**src/rtl/seg_scan.sv**
```systemverilog
// Four-digit multiplexed 7-segment scanner with per-slot anti-ghost blanking and
// frame-synchronous double-buffered display data.
module seg_scan #(
    parameter int unsigned CLK_DIV      = 100000,
    parameter int unsigned BLANK_CYCLES = 1000
) (
    input  logic        clk,
    input  logic        rst,
    input  logic [27:0] seg_in,
    input  logic [3:0]  dp_in,
    input  logic [3:0]  dig_en,
    input  logic        load,
    output logic [3:0]  an_n,
    output logic [6:0]  seg_n,
    output logic        dp_n,
    output logic        update_done,
    output logic        frame_tick
);

    localparam int unsigned CntW = (CLK_DIV > 2) ? $clog2(CLK_DIV) : 1;
    localparam logic [CntW-1:0] CntMax   = CntW'(CLK_DIV - 1);
    localparam logic [CntW-1:0] CntBlank = CntW'(BLANK_CYCLES);

    typedef enum logic [0:0] {StBlank, StOn} state_e;

    state_e          state_q, state_d;
    logic [CntW-1:0] cnt_q, cnt_d;
    logic [1:0]      idx_q, idx_d;
    logic [27:0]     act_seg_q, act_seg_d;
    logic [3:0]      act_dp_q, act_dp_d;
    logic [27:0]     pend_seg_q, pend_seg_d;
    logic [3:0]      pend_dp_q, pend_dp_d;
    logic            pend_valid_q, pend_valid_d;

    logic [3:0]      an_n_q, an_n_d;
    logic [6:0]      seg_n_q, seg_n_d;
    logic            dp_n_q, dp_n_d;
    logic            update_done_q, update_done_d;
    logic            frame_tick_q, frame_tick_d;

    logic            slot_end;
    logic            boundary;
    logic [6:0]      cur_seg;
    logic            cur_dp;

    assign slot_end = (cnt_q == CntMax);
    assign boundary = slot_end && (idx_q == 2'd3);

    // Slot timing is free-running and independent of dig_en.
    always_comb begin
        cnt_d   = slot_end ? '0 : cnt_q + 1'b1;
        idx_d   = slot_end ? idx_q + 2'd1 : idx_q;
        state_d = (cnt_d >= CntBlank) ? StOn : StBlank;
    end

    always_comb begin
        cur_seg = act_seg_q[6:0];
        cur_dp  = act_dp_q[0];
        unique case (idx_q)
            2'd0: begin cur_seg = act_seg_q[6:0];   cur_dp = act_dp_q[0]; end
            2'd1: begin cur_seg = act_seg_q[13:7];  cur_dp = act_dp_q[1]; end
            2'd2: begin cur_seg = act_seg_q[20:14]; cur_dp = act_dp_q[2]; end
            2'd3: begin cur_seg = act_seg_q[27:21]; cur_dp = act_dp_q[3]; end
            default: ;
        endcase
    end

    always_comb begin
        an_n_d  = 4'hF;
        seg_n_d = 7'h7F;
        dp_n_d  = 1'b1;
        if (state_q == StOn && dig_en[idx_q]) begin
            an_n_d         = 4'hF;
            an_n_d[idx_q]  = 1'b0;
            seg_n_d        = ~cur_seg;
            dp_n_d         = ~cur_dp;
        end
    end

    // Active data only moves at the frame boundary; a load in that same cycle
    // refills pending after the old pending content has been transferred.
    always_comb begin
        act_seg_d     = act_seg_q;
        act_dp_d      = act_dp_q;
        pend_seg_d    = pend_seg_q;
        pend_dp_d     = pend_dp_q;
        pend_valid_d  = pend_valid_q;
        update_done_d = 1'b0;
        frame_tick_d  = boundary;
        if (boundary && pend_valid_q) begin
            act_seg_d     = pend_seg_q;
            act_dp_d      = pend_dp_q;
            pend_valid_d  = 1'b0;
            update_done_d = 1'b1;
        end
        if (load) begin
            pend_seg_d   = seg_in;
            pend_dp_d    = dp_in;
            pend_valid_d = 1'b1;
        end
    end

    always_ff @(posedge clk) begin
        if (rst) begin
            state_q       <= StBlank;
            cnt_q         <= '0;
            idx_q         <= '0;
            act_seg_q     <= '0;
            act_dp_q      <= '0;
            pend_seg_q    <= '0;
            pend_dp_q     <= '0;
            pend_valid_q  <= 1'b0;
            an_n_q        <= 4'hF;
            seg_n_q       <= 7'h7F;
            dp_n_q        <= 1'b1;
            update_done_q <= 1'b0;
            frame_tick_q  <= 1'b0;
        end else begin
            state_q       <= state_d;
            cnt_q         <= cnt_d;
            idx_q         <= idx_d;
            act_seg_q     <= act_seg_d;
            act_dp_q      <= act_dp_d;
            pend_seg_q    <= pend_seg_d;
            pend_dp_q     <= pend_dp_d;
            pend_valid_q  <= pend_valid_d;
            an_n_q        <= an_n_d;
            seg_n_q       <= seg_n_d;
            dp_n_q        <= dp_n_d;
            update_done_q <= update_done_d;
            frame_tick_q  <= frame_tick_d;
        end
    end

    assign an_n        = an_n_q;
    assign seg_n       = seg_n_q;
    assign dp_n        = dp_n_q;
    assign update_done = update_done_q;
    assign frame_tick  = frame_tick_q;

endmodule

```
**config.mk**
```make
export PLATFORM = sky130hd
export DESIGN_NAME = seg_scan
export DESIGN_NICKNAME = d
export VERILOG_FILES = /design/src/rtl/seg_scan.sv
export SDC_FILE = /design/constraint.sdc
export NUM_CORES = 1
export LEC_CHECK = 0
export ABC_AREA = 1
export CAP_MARGIN = 20
export CORE_MARGIN = 2
export CORE_UTILIZATION = 49
export DETAILED_ROUTE_END_ITERATION = 6
export PLACE_DENSITY_LB_ADDON = 0.12
export SLEW_MARGIN = 30
export SYNTH_ARGS = -nofsm -noshare
export SYNTH_HDL_FRONTEND = slang
export SYNTH_SLANG_ARGS = --single-unit
```
**constraint.sdc**
```tcl
create_clock -name clk -period 1.7 [get_ports clk]
set_input_delay 0.34 -clock clk [delete_from_list [all_inputs] [get_ports clk]]
set_output_delay 0.34 -clock clk [all_outputs]
set_load 0.01 [all_outputs]
```
After elaboration in Yosys (flattened, before gate mapping)
Cells that the tools add are included.
Widths: inputs -> output; s select.
- $add $sub $neg: 2
- magnitude comparators: 3
- equality and inequality tests: 4
- mux-type cells: 11
- bitwise operators: 4
- reductions and logical operators: 7
- operators by type and width (cell ; count):
    $pmux 7 s4 ; 1
    $add 17x1->17 const B ; 1
    $eq 17x17->1 const B ; 1
    $ge 17x10->1 const B ; 1
    $mux 17 ; 1
    $not 7->7 ; 1
    $mux 1 ; 6
    $eq 2x2->1 const B ; 2
    $logic_and 1x1->1 ; 4
    $not 4->4 ; 1
    $pmux 1 s4 ; 1
    $lt 2x3->1 const B ; 1
    $add 2x1->2 const B ; 1
    $bmux 1 s2 ; 1
    $demux 1 s2 ; 1
    $eq 2x1->1 const B ; 1
    $ge 2x1->1 const B ; 1
    $logic_not 2->1 ; 1
    $not 1->1 ; 2
    $reduce_bool 2->1 ; 1
    $reduce_or 2->1 ; 1
- bits in registers: 99
- input bits: 39
- logic and storage cells: 44

Depth between registers and ports, before layout
Gate-level depths: netlist (run 1).
- depth in word-level cells: 5
- depth in mapped cells: 14

Worst setup path after synthesis (run 1)
No wires, ideal clock.
- path kind: register to register
- from: register idx_q[0]
- to: register act_dp_q[0]
- arrival: 1589 ps
- required time: 1580 ps
- setup slack: -9 ps
- stages on the path, launching flop included: 7
- buffers on the path: 2
- clock period less this slack: 1709 ps
- cells stage by stage: dfxtp_1 -> ha_1 -> clkbuf_1 -> inv_1 -> nor3_4 -> buf_4 -> a21oi_1
- cells in the longest elaborated chain, start to end: 3
- RTL lines (element ; line ; source):
    start: declaration ; 28 ; logic [1:0] idx_q, idx_d;
    start signal: assignment ; 121 ; idx_q <= idx_d;
    $eq 2x2->1 ; 47 ; assign boundary = slot_end && (idx_q == 2'd3);
    $logic_and 1x1->1 ; 47 ;
    $logic_and 1x1->1 ; 90 ; if (boundary && pend_valid_q) begin
    end signal: assignment ; 123 ; act_dp_q <= act_dp_d;
    end: declaration ; 30 ; logic [3:0] act_dp_q, act_dp_d;
No other way between the ends.
A chain may end at the register's enable or synchronous reset.

Worst setup path after layout (run 1)
- from: register cnt_q[1]
- to: register act_seg_q[1]
- cells in the longest elaborated chain, start to end: 3
- RTL lines (element ; line ; source):
    start: declaration ; 27 ; logic [CntW-1:0] cnt_q, cnt_d;
    start signal: assignment ; 120 ; cnt_q <= cnt_d;
    $eq 17x17->1 ; 46 ; assign slot_end = (cnt_q == CntMax);
    $logic_and 1x1->1 ; 47 ;
    $logic_and 1x1->1 ; 90 ;
    end signal: assignment ; 122 ; act_seg_q <= act_seg_d;
    end: declaration ; 29 ; logic [27:0] act_seg_q, act_seg_d;
No other way between the ends.

==> flow_summary.toml, run 1 <==
[outcome]
run_status = "complete, but fails checks"
failing_checks = "setup timing"

[sta]
timing.clock.skew_ns = 0.00852
worst_slew_pin_slew_ns = 0.386
fin_tns_setup_ns = -0.250
final_period_minus_worst_setup_slack_ns = 1.73
slew_headroom = 0.743
final-setup-viol-count = 18
slew_violations = 0
timing_hold_violations_final = 0
slack_of_the_critical_path_ns = -0.0273
timing.final.crit_share = 1.02
unrepaired_setup_endpoints_after_global_routing = "true"
fmax_mhz = 579

[final_layout]
final_core_utilization = 0.656
finalInstanceArea_um2 = 5310
proportion_of_layout_cells_with_a_drive_suffix_above_1 = 0.206
area_growth_syn_to_layout_pct = 32.3
antennaDiodeCount = 0
finalNonFillerCells = 696
n_fill_cell = 700
design.final.nets = 631

[synth]
ys.warnings.count = 0
yosysMostFrequentCell = "sky130_fd_sc_hd__dfxtp_1"
cell_area_after_synthesis_um2 = 4010
avgSynthCellArea_um2 = 7.87
yosysTopAreaCellShare = 0.494
syn-num-nets = 555
synth.lib_cells_used.distinct = 25
async_flop_share = 0
synth_edf_count = 0
synth_seq_cells = 99
netlist_top_cells_area = "sky130_fd_sc_hd__dfxtp_1 (49%), sky130_fd_sc_hd__nand2_1 (7.9%), sky130_fd_sc_hd__a21oi_1 (6.2%), sky130_fd_sc_hd__inv_1 (6.2%), sky130_fd_sc_hd__a21oi_2 (6.1%)"
post_synth_most_frequent_cells = "sky130_fd_sc_hd__dfxtp_1 (99), sky130_fd_sc_hd__nand2_1 (84), sky130_fd_sc_hd__inv_1 (66)"
synth_top_flop_cell = "sky130_fd_sc_hd__dfxtp_1"
yosys.area.top_type = "sky130_fd_sc_hd__dfxtp_1"
synth.yosys.seq_area_share = 0.494
synthesis.instances = 510

[routing]
remaining_drc_errors = 0
detail_route.wl_per_cell_um = 13.6
finalWirelength_mm = 9.47
detail_route.wirelength.met1_mm = 4.07
drt-initial-drc-count = 145
dr.pass1.iters = 4
vias_per_cell = 5.09
via_count = 3541
met2WireLength_mm = 4.77
drt.antenna.violating_nets = 0
maxUsedRoutingLayer = "met4"
route.met3.wl_um = 413

[floorplan]
die_area_um2 = 8930
floorplan.io_pins = 53
floorplan.die.height_um = 94.5
die_w_um = 94.5
placeableCoreArea_um2 = 8090
initial_core_util = 0.496
rows = 33

[cts]
worstSkewPairLatency_ns = 0.36
cts.clk_slew.worst_paths_ns = 0.09
cts_made_buffers = 9
clkSinkCount = 99
cts_tree = "yes"
cts_root_buffer = "sky130_fd_sc_hd__clkbuf_8"
max-clock-path-buffers = 2
htreeDepth = 3

[worst_setup_path]
cp_slowest_stage_delay_ns = 0.37
timing.setup.critical_path_class = "flop to flop"
worst_ep_arrival_time_ns = 2.02
worstPathRequired_ns = 2.00
crit_path_top_delay_cell = "sky130_fd_sc_hd__dfxtp_2"
critical-path-top-cell-by-count = "sky130_fd_sc_hd__nand2_4"
critPathCaptureType = "flop"
critPathMaxFanout = 8
setup.worst_path.start_class = "flop"
worstPathCellList = "ha_4 > nand2_4 > inv_4 > nand2_4 > nor2_4 > nand2_4 > nor3_4 > buf_12 > clkbuf_16 > o21ai_2 > a21oi_2"

[global_routing]
grt_antenna_before_repair = 0
vias_in_the_first_global_route = 3271
grt_start_max_net_pins = 66
remaining_global_route_overflow = 0
grt_pass1_wl_mm = 14.7
track_usage = 0.210

[hold_path]
min-delay-path-class = "flop to flop"

[place]
post_dp_cell_area_um2 = 4830
worst_slack_after_detailed_placement_ns = -0.0664
numPlacedInstances = 670
dpl.hpwl_mm = 6.33
portBuffers = 52
globalplace.congestion = 0.840

[power]
cellPowerDensity_nw_per_um2 = 798
p_leak_nw = 2.10
power.ir.vdd_worst_uv = 400

[job]
maxCapViolations = 0
[state kept, by name (all words and copies together) (netlist names)]
register / count
act_dp_q: 4
act_seg_q: 28
an_n: 4
cnt_q: 17
dp_n: 1
frame_tick: 1
idx_q: 2
pend_dp_q: 4
pend_seg_q: 28
pend_valid_q: 1
seg_n: 7
state_q: 1
update_done: 1
[area by class of cell]
| cell class | count | area (um^2) | area share |
|---|---|---|---|
| Sequential cell | 99 | 1990 | 0.374 |
| Clock inverter | 3 | 46.3 | 0.00872 |
| Multi-Input combinational cell | 314 | 1770 | 0.332 |
| Timing Repair Buffer | 94 | 963 | 0.181 |
| Tap cell | 105 | 131 | 0.0247 |
| Inverter | 68 | 258 | 0.0485 |
| Clock buffer | 13 | 159 | 0.0299 |
[per-layer routing]
metal  track usage  up-vias
li1              -     1811
met3        0.0583       14
met2         0.374       74
met5             0        -
met4        0.0737        0
met1         0.243     1642
[worst max-delay path: cells and delay by family (launching register included)]
kind / cells / cell delay, ns
buffers and inverters: 3 / 0.43
and+or+nand+nor: 5 / 0.56
AOI/OAI and AO/OA: 2 / 0.15
DFF: 1 / 0.37
adders and majority gates: 1 / 0.16
[power by group]
| part | total (mW) | switching [mW] | internal [mW] |
|---|---|---|---|
| clock network | 1.55 | 0.783 | 0.766 |
| registers | 2.40 | 0.0199 | 2.38 |
| logic | 0.291 | 0.144 | 0.148 |
[path summary, 6_finish.rpt]
check / start / endpoint / slack, ns / cells after the start
max reg2reg: cnt_q[1]$_SDFF_PP0_ / act_seg_q[1]$_SDFFE_PP0P_ / -0.03 / 11
min: pend_seg_q[1]$_SDFFE_PP0P_ / act_seg_q[1]$_SDFFE_PP0P_ / 0.46 / 2
max: cnt_q[1]$_SDFF_PP0_ / act_seg_q[1]$_SDFFE_PP0P_ / -0.03 / 11
min reg2reg: pend_seg_q[1]$_SDFFE_PP0P_ / act_seg_q[1]$_SDFFE_PP0P_ / 0.46 / 2
[layout by cell type (no fill, tap or decap), types with 8 or more instances in the layout]
cell type and count:
sky130_fd_sc_hd__o21ai_0 36, sky130_fd_sc_hd__buf_4 28, sky130_fd_sc_hd__o21ai_2 11, sky130_fd_sc_hd__inv_1 65, sky130_fd_sc_hd__a21oi_1 49, sky130_fd_sc_hd__clkdlybuf4s50_1 52
sky130_fd_sc_hd__a32oi_1 8, sky130_fd_sc_hd__clkbuf_8 11, sky130_fd_sc_hd__a21oi_2 29, sky130_fd_sc_hd__nand2_1 80, sky130_fd_sc_hd__nor2_1 31, sky130_fd_sc_hd__nor2_2 9
sky130_fd_sc_hd__o21ai_1 19, sky130_fd_sc_hd__nand3_1 11, sky130_fd_sc_hd__dfxtp_1 95
[through the flow]
stage                     hold WS, ns  power, mW
after detailed placement        0.452       2.72
after global placement          0.448       2.72
final                           0.464       4.24
after global routing            0.486       4.40
after floorplan                 0.430       2.58
after CTS                       0.465       4.25
[logic make-up (layout without fill, tap and decap cells)]
| group | count (synthesis) | after routing | share of synthesized area |
|---|---|---|---|
| AO/OA/AOI/OAI | 156 | 156 | 0.230 |
| buffers and inverters | 97 | 178 | 0.0991 |
| flip-flops | 99 | 99 | 0.494 |
| XOR/XNOR | 2 | 2 | 0.00436 |
| AND/OR/NAND/NOR | 150 | 150 | 0.154 |
| adder cells (fa/ha/maj) | 6 | 6 | 0.0187 |
[what timing repair did]
item / in CTS / in global routing
setup endpoints to repair: 31 / 43
resized for setup: 11 / 42
hold buffers: 0 / 0
gates cloned: 1 / 2
pin swaps: 4 / 5
buffers inserted: 3 / 5
(Power assumes the default switching activity.)
==> inputs of run 2 (changes only) <==
CORE_UTILIZATION = 51   (was 49)
CTS_BUF_LIST = sky130_fd_sc_hd__clkbuf_8   (was not set)
GPL_TIMING_DRIVEN = 1   (was not set)
==> run 2 against run 1 <==
  * Largest cell class unchanged
  * The run now ends clean
  * Largest power group unchanged
  * Critical path type unchanged
  * Via count up 1.0%
  * Global-route usage increased by 0.94 points
  * Cell count fell by 0.57%
  * Worst hold slack worse by 0.0020 ns
  * Count of clock-buffer cells in the layout down 3
  * Die area decreased by 3.8%
  * Critical endpoint is now act_seg_q[16]$_SDFFE_PP0P_
==> flow_summary.toml, run 2 (synthesized netlist as in run 1, its figures left out) <==
[global_routing]
remaining_global_route_overflow = 0
grt_start_max_net_pins = 66
vias_in_the_first_global_route = 3288
grt_pass1_wl_mm = 15.0
track_usage = 0.220
grt_antenna_before_repair = 0

[final_layout]
layout_top_registers = "act_seg_q: 28 flops, pend_seg_q: 28 flops, cnt_q: 17 flops"
finalInstanceArea_um2 = 5360
most_frequent_standard_cell_in_the_layout_excluding_fill_and_tap_cells = "sky130_fd_sc_hd__dfxtp_1"
proportion_of_layout_cells_with_a_drive_suffix_above_1 = 0.227
finalNonFillerCells = 692
antennaDiodeCount = 0
n_fill_cell = 613
design.final.nets = 630
mostFrequentLayoutCells = "sky130_fd_sc_hd__dfxtp_1 (92), sky130_fd_sc_hd__nand2_1 (78), sky130_fd_sc_hd__inv_1 (66)"
area_growth_syn_to_layout_pct = 33.5

[sta]
timing.final.crit_share = 0.967
fmax_mhz = 608
final_period_minus_worst_setup_slack_ns = 1.64
timing.clock.skew_ns = 0.00775
final-setup-viol-count = 0
worst_slew_pin_slew_ns = 0.509
slew_headroom = 0.661
slew_violations = 0
timing_hold_violations_final = 0
unrepaired_setup_endpoints_after_global_routing = "true"

[worst_setup_path]
critPathMaxFanout = 7
regToRegSetupSlack_ns = 0.06
worstPathRequired_ns = 1.97
setup.worst_path.start_class = "flop"
critPathCaptureType = "flop"
timing.setup.critical_path_class = "flop to flop"
worst_ep_arrival_time_ns = 1.91

[place]
post_dp_cell_area_um2 = 4770
portBuffers = 52
numPlacedInstances = 662
dpl.hpwl_mm = 6.03
globalplace.congestion = 0.895

[routing]
remaining_drc_errors = 0
drt-initial-drc-count = 156
finalWirelength_mm = 9.86
detail_route.wl_per_cell_um = 14.2
dr.pass1.iters = 5
via_count = 3578
drt.antenna.violating_nets = 0
vias_per_cell = 5.17

[power]
p_leak_nw = 2.09
power.ir.vdd_worst_uv = 409
total_power_mw = 4.08
cellPowerDensity_nw_per_um2 = 761

[cts]
htreeDepth = 3
max-clock-path-buffers = 2
cts.clk_slew.worst_paths_ns = 0.10
cts_tree = "yes"
cts_made_buffers = 9
cts_root_buffer = "sky130_fd_sc_hd__clkbuf_8"
worstSkewPairLatency_ns = 0.36
clkSinkCount = 99

[floorplan]
die_area_um2 = 8600
floorplan.io_pins = 53
floorplan.die.height_um = 92.7
die_w_um = 92.7
placeableCoreArea_um2 = 7690
initial_core_util = 0.522
rows = 32

[hold_path]
min-delay-path-class = "flop to flop"

[outcome]
run_status = "completed"

[job]
maxCapViolations = 0
[run 2: changes by cell type in the layout (fill, tap and decap cells not counted), moves of 3 or more]
cell	before	now
sky130_fd_sc_hd__nand2_2	2	6
sky130_fd_sc_hd__dfxtp_1	95	92
sky130_fd_sc_hd__buf_4	28	25
sky130_fd_sc_hd__buf_16	0	3
sky130_fd_sc_hd__nor2_1	31	34
sky130_fd_sc_hd__o21ai_2	11	18
sky130_fd_sc_hd__o21ai_1	19	12
sky130_fd_sc_hd__dfxtp_2	4	7
[run 2: final timing paths]
kind	from	end	depth (start not counted)
setup reg to reg	cnt_q[0]$_SDFF_PP0_	act_seg_q[16]$_SDFFE_PP0P_	11
hold reg to reg	pend_seg_q[0]$_SDFFE_PP0P_	act_seg_q[0]$_SDFFE_PP0P_	2
hold / removal	pend_seg_q[0]$_SDFFE_PP0P_	act_seg_q[0]$_SDFFE_PP0P_	2
setup / recovery	cnt_q[0]$_SDFF_PP0_	act_seg_q[16]$_SDFFE_PP0P_	11
[run 2: timing repair]
item / CTS / global route
setup endpoints to repair: 33 / 36
hold buffers: 0 / 0
pin swaps: 2 / 18
gates resized for setup: 12 / 52
buffers inserted: 2 / 6
cloned: 3 / 3
[run 2: routing by layer]
metal / vias to the layer above / track usage / share of wire
met4: 0 / 0.0870 / 0.024
li1: 1808 / - / -
met1: 1640 / 0.274 / 0.43
met5: - / 0 / 0
met3: 22 / 0.0537 / 0.049
met2: 108 / 0.367 / 0.49
[run 2: cell type report]
cell class | instances | area [um^2] | area share
multi-input combinational | 314 | 1790 | 0.334
clock inverter | 6 | 41.3 | 0.00771
timing repair buffer | 93 | 1020 | 0.190
tap | 102 | 128 | 0.0238
clock buffer | 10 | 138 | 0.0257
sequential | 99 | 1990 | 0.372
inverter | 68 | 255 | 0.0476
[run 2: worst max-delay path, cell delays in order (launching register included)]
cell	delay (ns)
sky130_fd_sc_hd__dfxtp_2	0.36
sky130_fd_sc_hd__ha_4	0.14
sky130_fd_sc_hd__nand2_4	0.05
sky130_fd_sc_hd__inv_2	0.06
sky130_fd_sc_hd__nand2_2	0.04
sky130_fd_sc_hd__nor2_2	0.10
sky130_fd_sc_hd__nand2_2	0.09
sky130_fd_sc_hd__nor3_4	0.16
sky130_fd_sc_hd__buf_6	0.19
sky130_fd_sc_hd__clkbuf_16	0.18
sky130_fd_sc_hd__buf_12	0.11
sky130_fd_sc_hd__a21oi_2	0.04
[run 2: where the power goes]
part	internal [mW]	switching, mW
Combinational	0.140	0.143
Sequential	2.38	0.0190
Clock	0.572	0.824
Total	3.09	0.986
[run 2: per-stage QoR]
stage / TNS (ns) / hold slack (ns) / util / setup WS, ns
after detailed placement: -2.83 / 0.449 / 0.621 / -0.0862
final: 0 / 0.462 / 0.697 / 0.0557
after global routing: -0.393 / 0.489 / 0.697 / -0.0330
after CTS: 0 / 0.463 / 0.660 / 0.00537
after floorplan: 0 / 0.430 / - / 0.00955
after global placement: -0.115 / 0.443 / 0.621 / -0.0525
==> inputs of run 3 (changes only) <==
CELL_PAD_IN_SITES_DETAIL_PLACEMENT = 1   (was not set)
CELL_PAD_IN_SITES_GLOBAL_PLACEMENT = 1   (was not set)
CORE_UTILIZATION = 38   (was 51)
MAX_ROUTING_LAYER = met4   (was not set)
==> run 3 against run 2 <==
  * Count of clock-buffer cells in the layout grew 1
  * Highest routed layer unchanged
  * Worst hold slack gained 0.0052 ns
  * Total power grew 3.1%
  * Critical path depth shrank 2
  * Utilization shrank 19 points
  * Combinational power is essentially flat
  * Design area shrank 1.9%
==> flow_summary.toml, run 3 (synthesized netlist as in run 1, its figures left out) <==
[worst_setup_path]
crit_buf_inv = 0
worstPathCellList = "ha_4 > nand2_4 > nor2_1 > nand3_1 > nor2_1 > xor2_1 > nand3_1 > nor2_4 > nor2_1"
r2r-start = "cnt_q[1]$_SDFF_PP0_"
critPathCaptureType = "flop"
worst_ep_arrival_time_ns = 1.91
ff2ff_path_depth = 9
cpLargestDelayFamily = "simple AND/OR/NAND/NOR gates"
worstReg2RegEnd = "state_q$_SDFF_PP0_"
timing.setup.critical_path_class = "flop to flop"
cp_slowest_stage_delay_ns = 0.37
regToRegSetupSlack_ns = 0.04
critPathMaxFanout = 3
critical-path-top-cell-by-count = "sky130_fd_sc_hd__nor2_1"
setup.worst_path.start_class = "flop"
crit_path_top_delay_cell = "sky130_fd_sc_hd__dfxtp_4"
worstPathRequired_ns = 1.96

[hold_path]
timing.hold.worst_path_depth = 2
min_to = "act_dp_q[1]$_SDFFE_PP0P_"
min-delay-path-class = "flop to flop"
hold_path_startpoint = "pend_dp_q[1]$_SDFFE_PP0P_"

[global_routing]
grt_pass1_wl_mm = 17.0
grt_antenna_before_repair = 0
grt_start_max_net_pins = 68
vias_in_the_first_global_route = 3557
track_usage = 0.197
remaining_global_route_overflow = 0

[cts]
cts_tree = "yes"
cts_root_buffer = "sky130_fd_sc_hd__clkbuf_8"
cts.clk_slew.worst_paths_ns = 0.09
worstSkewPairLatency_ns = 0.36
cts_made_buffers = 9
cts_hold_buffers = 0
htreeDepth = 3
max-clock-path-buffers = 2
clkSinkCount = 99

[routing]
via_count = 3479
remaining_drc_errors = 0
finalWirelength_mm = 10.7
drt.antenna.violating_nets = 0
drt-initial-drc-count = 120
detail_route.wl_per_cell_um = 15.0
vias_per_cell = 4.89
dr.pass1.iters = 5

[final_layout]
proportion_of_layout_cells_with_a_drive_suffix_above_1 = 0.205
area.sequential_um2 = 1990
area_growth_syn_to_layout_pct = 31.0
multi_input_comb_area_um2 = 1790
design.final.nets = 617
layout_top_registers = "act_seg_q: 28 flops, pend_seg_q: 28 flops, cnt_q: 17 flops"
final_core_utilization = 0.511
n_fill_cell = 1269
mostFrequentLayoutCells = "sky130_fd_sc_hd__dfxtp_1 (91), sky130_fd_sc_hd__nand2_1 (76), sky130_fd_sc_hd__inv_1 (68)"
antennaDiodeCount = 0
most_frequent_standard_cell_in_the_layout_excluding_fill_and_tap_cells = "sky130_fd_sc_hd__dfxtp_1"

[sta]
final-setup-viol-count = 0
slack_of_the_critical_path_ns = 0.0431
worst_slew_pin_slew_ns = 0.516
timing.final.crit_share = 0.975
timing.clock.skew_ns = 0.00389
final_period_minus_worst_setup_slack_ns = 1.66
fmax_mhz = 604
timing_hold_violations_final = 0
slew_headroom = 0.656
slew_violations = 0
unrepaired_setup_endpoints_after_global_routing = "true"

[floorplan]
floorplan.die.height_um = 107
floorplan.io_pins = 53
rows = 37
initial_core_util = 0.391
placeableCoreArea_um2 = 10300
die_w_um = 107
die_area_um2 = 11400

[place]
portBuffers = 52
worst_slack_after_detailed_placement_ns = -0.116
globalplace.congestion = 0.820
dpl.hpwl_mm = 7.20

[power]
p_leak_nw = 2.02
cellPowerDensity_nw_per_um2 = 799
total_power_mw = 4.20
power.ir.vdd_worst_uv = 374

[job]
maxCapViolations = 0

[outcome]
run_status = "completed"
-- run 3: per-layer routing --
| metal | part of all wire | GRT usage |
|---|---|---|
| met5 | 0 | - |
| met4 | 0.016 | 0.0622 |
| met3 | 0.021 | 0.0377 |
| met1 | 0.43 | 0.222 |
| met2 | 0.54 | 0.352 |
-- run 3: final cells by class --
type | instances | area share
multi-input cells | 314 | 0.340
well taps | 136 | 0.0324
repair buffers | 80 | 0.163
flip-flops and latches | 99 | 0.379
inverters | 68 | 0.0486
clock inverters | 4 | 0.00809
clock buffers | 11 | 0.0288
-- run 3: worst max-delay path by stage --
stage | start | endpoint | slack [ns] | depth (start not counted)
2_1_floorplan | cnt_q[0]$_SDFF_PP0_ | act_dp_q[0]$_SDFFE_PP0P_ | 0.01 | 9
3_3_place_gp | rst | pend_seg_q[23]$_SDFFE_PP0P_ | -0.10 | 5
3_5_place_dp | rst | pend_seg_q[23]$_SDFFE_PP0P_ | -0.12 | 5
4_1_cts | cnt_q[0]$_SDFF_PP0_ | act_seg_q[13]$_SDFFE_PP0P_ | -0.02 | 11
5_1_grt | cnt_q[1]$_SDFF_PP0_ | state_q$_SDFF_PP0_ | -0.1 | 9
6_report | cnt_q[1]$_SDFF_PP0_ | state_q$_SDFF_PP0_ | 0.04 | 9
-- run 3: timing repair --
item	4_1_cts	5_1_grt
buffers inserted	3	3
resized for setup	19	41
gates cloned	2	3
pin swaps	2	5
endpoints found under the setup margin	33	33
-- run 3: per-stage QoR --
step | TNS (ns) | hold slack, ns | cell area, um^2 | cells
5_1_grt | -1.31 | 0.482 | 5260 | 712
6_report | 0 | 0.468 | 5260 | 712
4_1_cts | -0.117 | 0.470 | 5080 | 709
3_5_place_dp | -4.79 | 0.460 | 4750 | 689
2_1_floorplan | 0 | 0.430 | 4010 | 510
3_3_place_gp | -1.33 | 0.453 | 4750 | 689
-- run 3: worst register-to-register path, stage by stage, from the launching register on --
cell                      delay (ns)
sky130_fd_sc_hd__dfxtp_4        0.37
sky130_fd_sc_hd__ha_4           0.15
sky130_fd_sc_hd__nand2_4        0.06
sky130_fd_sc_hd__nor2_1         0.15
sky130_fd_sc_hd__nand3_1        0.13
sky130_fd_sc_hd__nor2_1         0.15
sky130_fd_sc_hd__xor2_1         0.22
sky130_fd_sc_hd__nand3_1        0.15
sky130_fd_sc_hd__nor2_4         0.13
sky130_fd_sc_hd__nor2_1         0.04
-- run 3: power by group --
group	switching (mW)	internal [mW]	total [mW]	leakage (nW)
clock network	0.780	0.741	1.52	0.108
registers	0.0213	2.38	2.40	0.811
logic	0.146	0.135	0.281	1.11
total	0.947	3.25	4.20	2.02
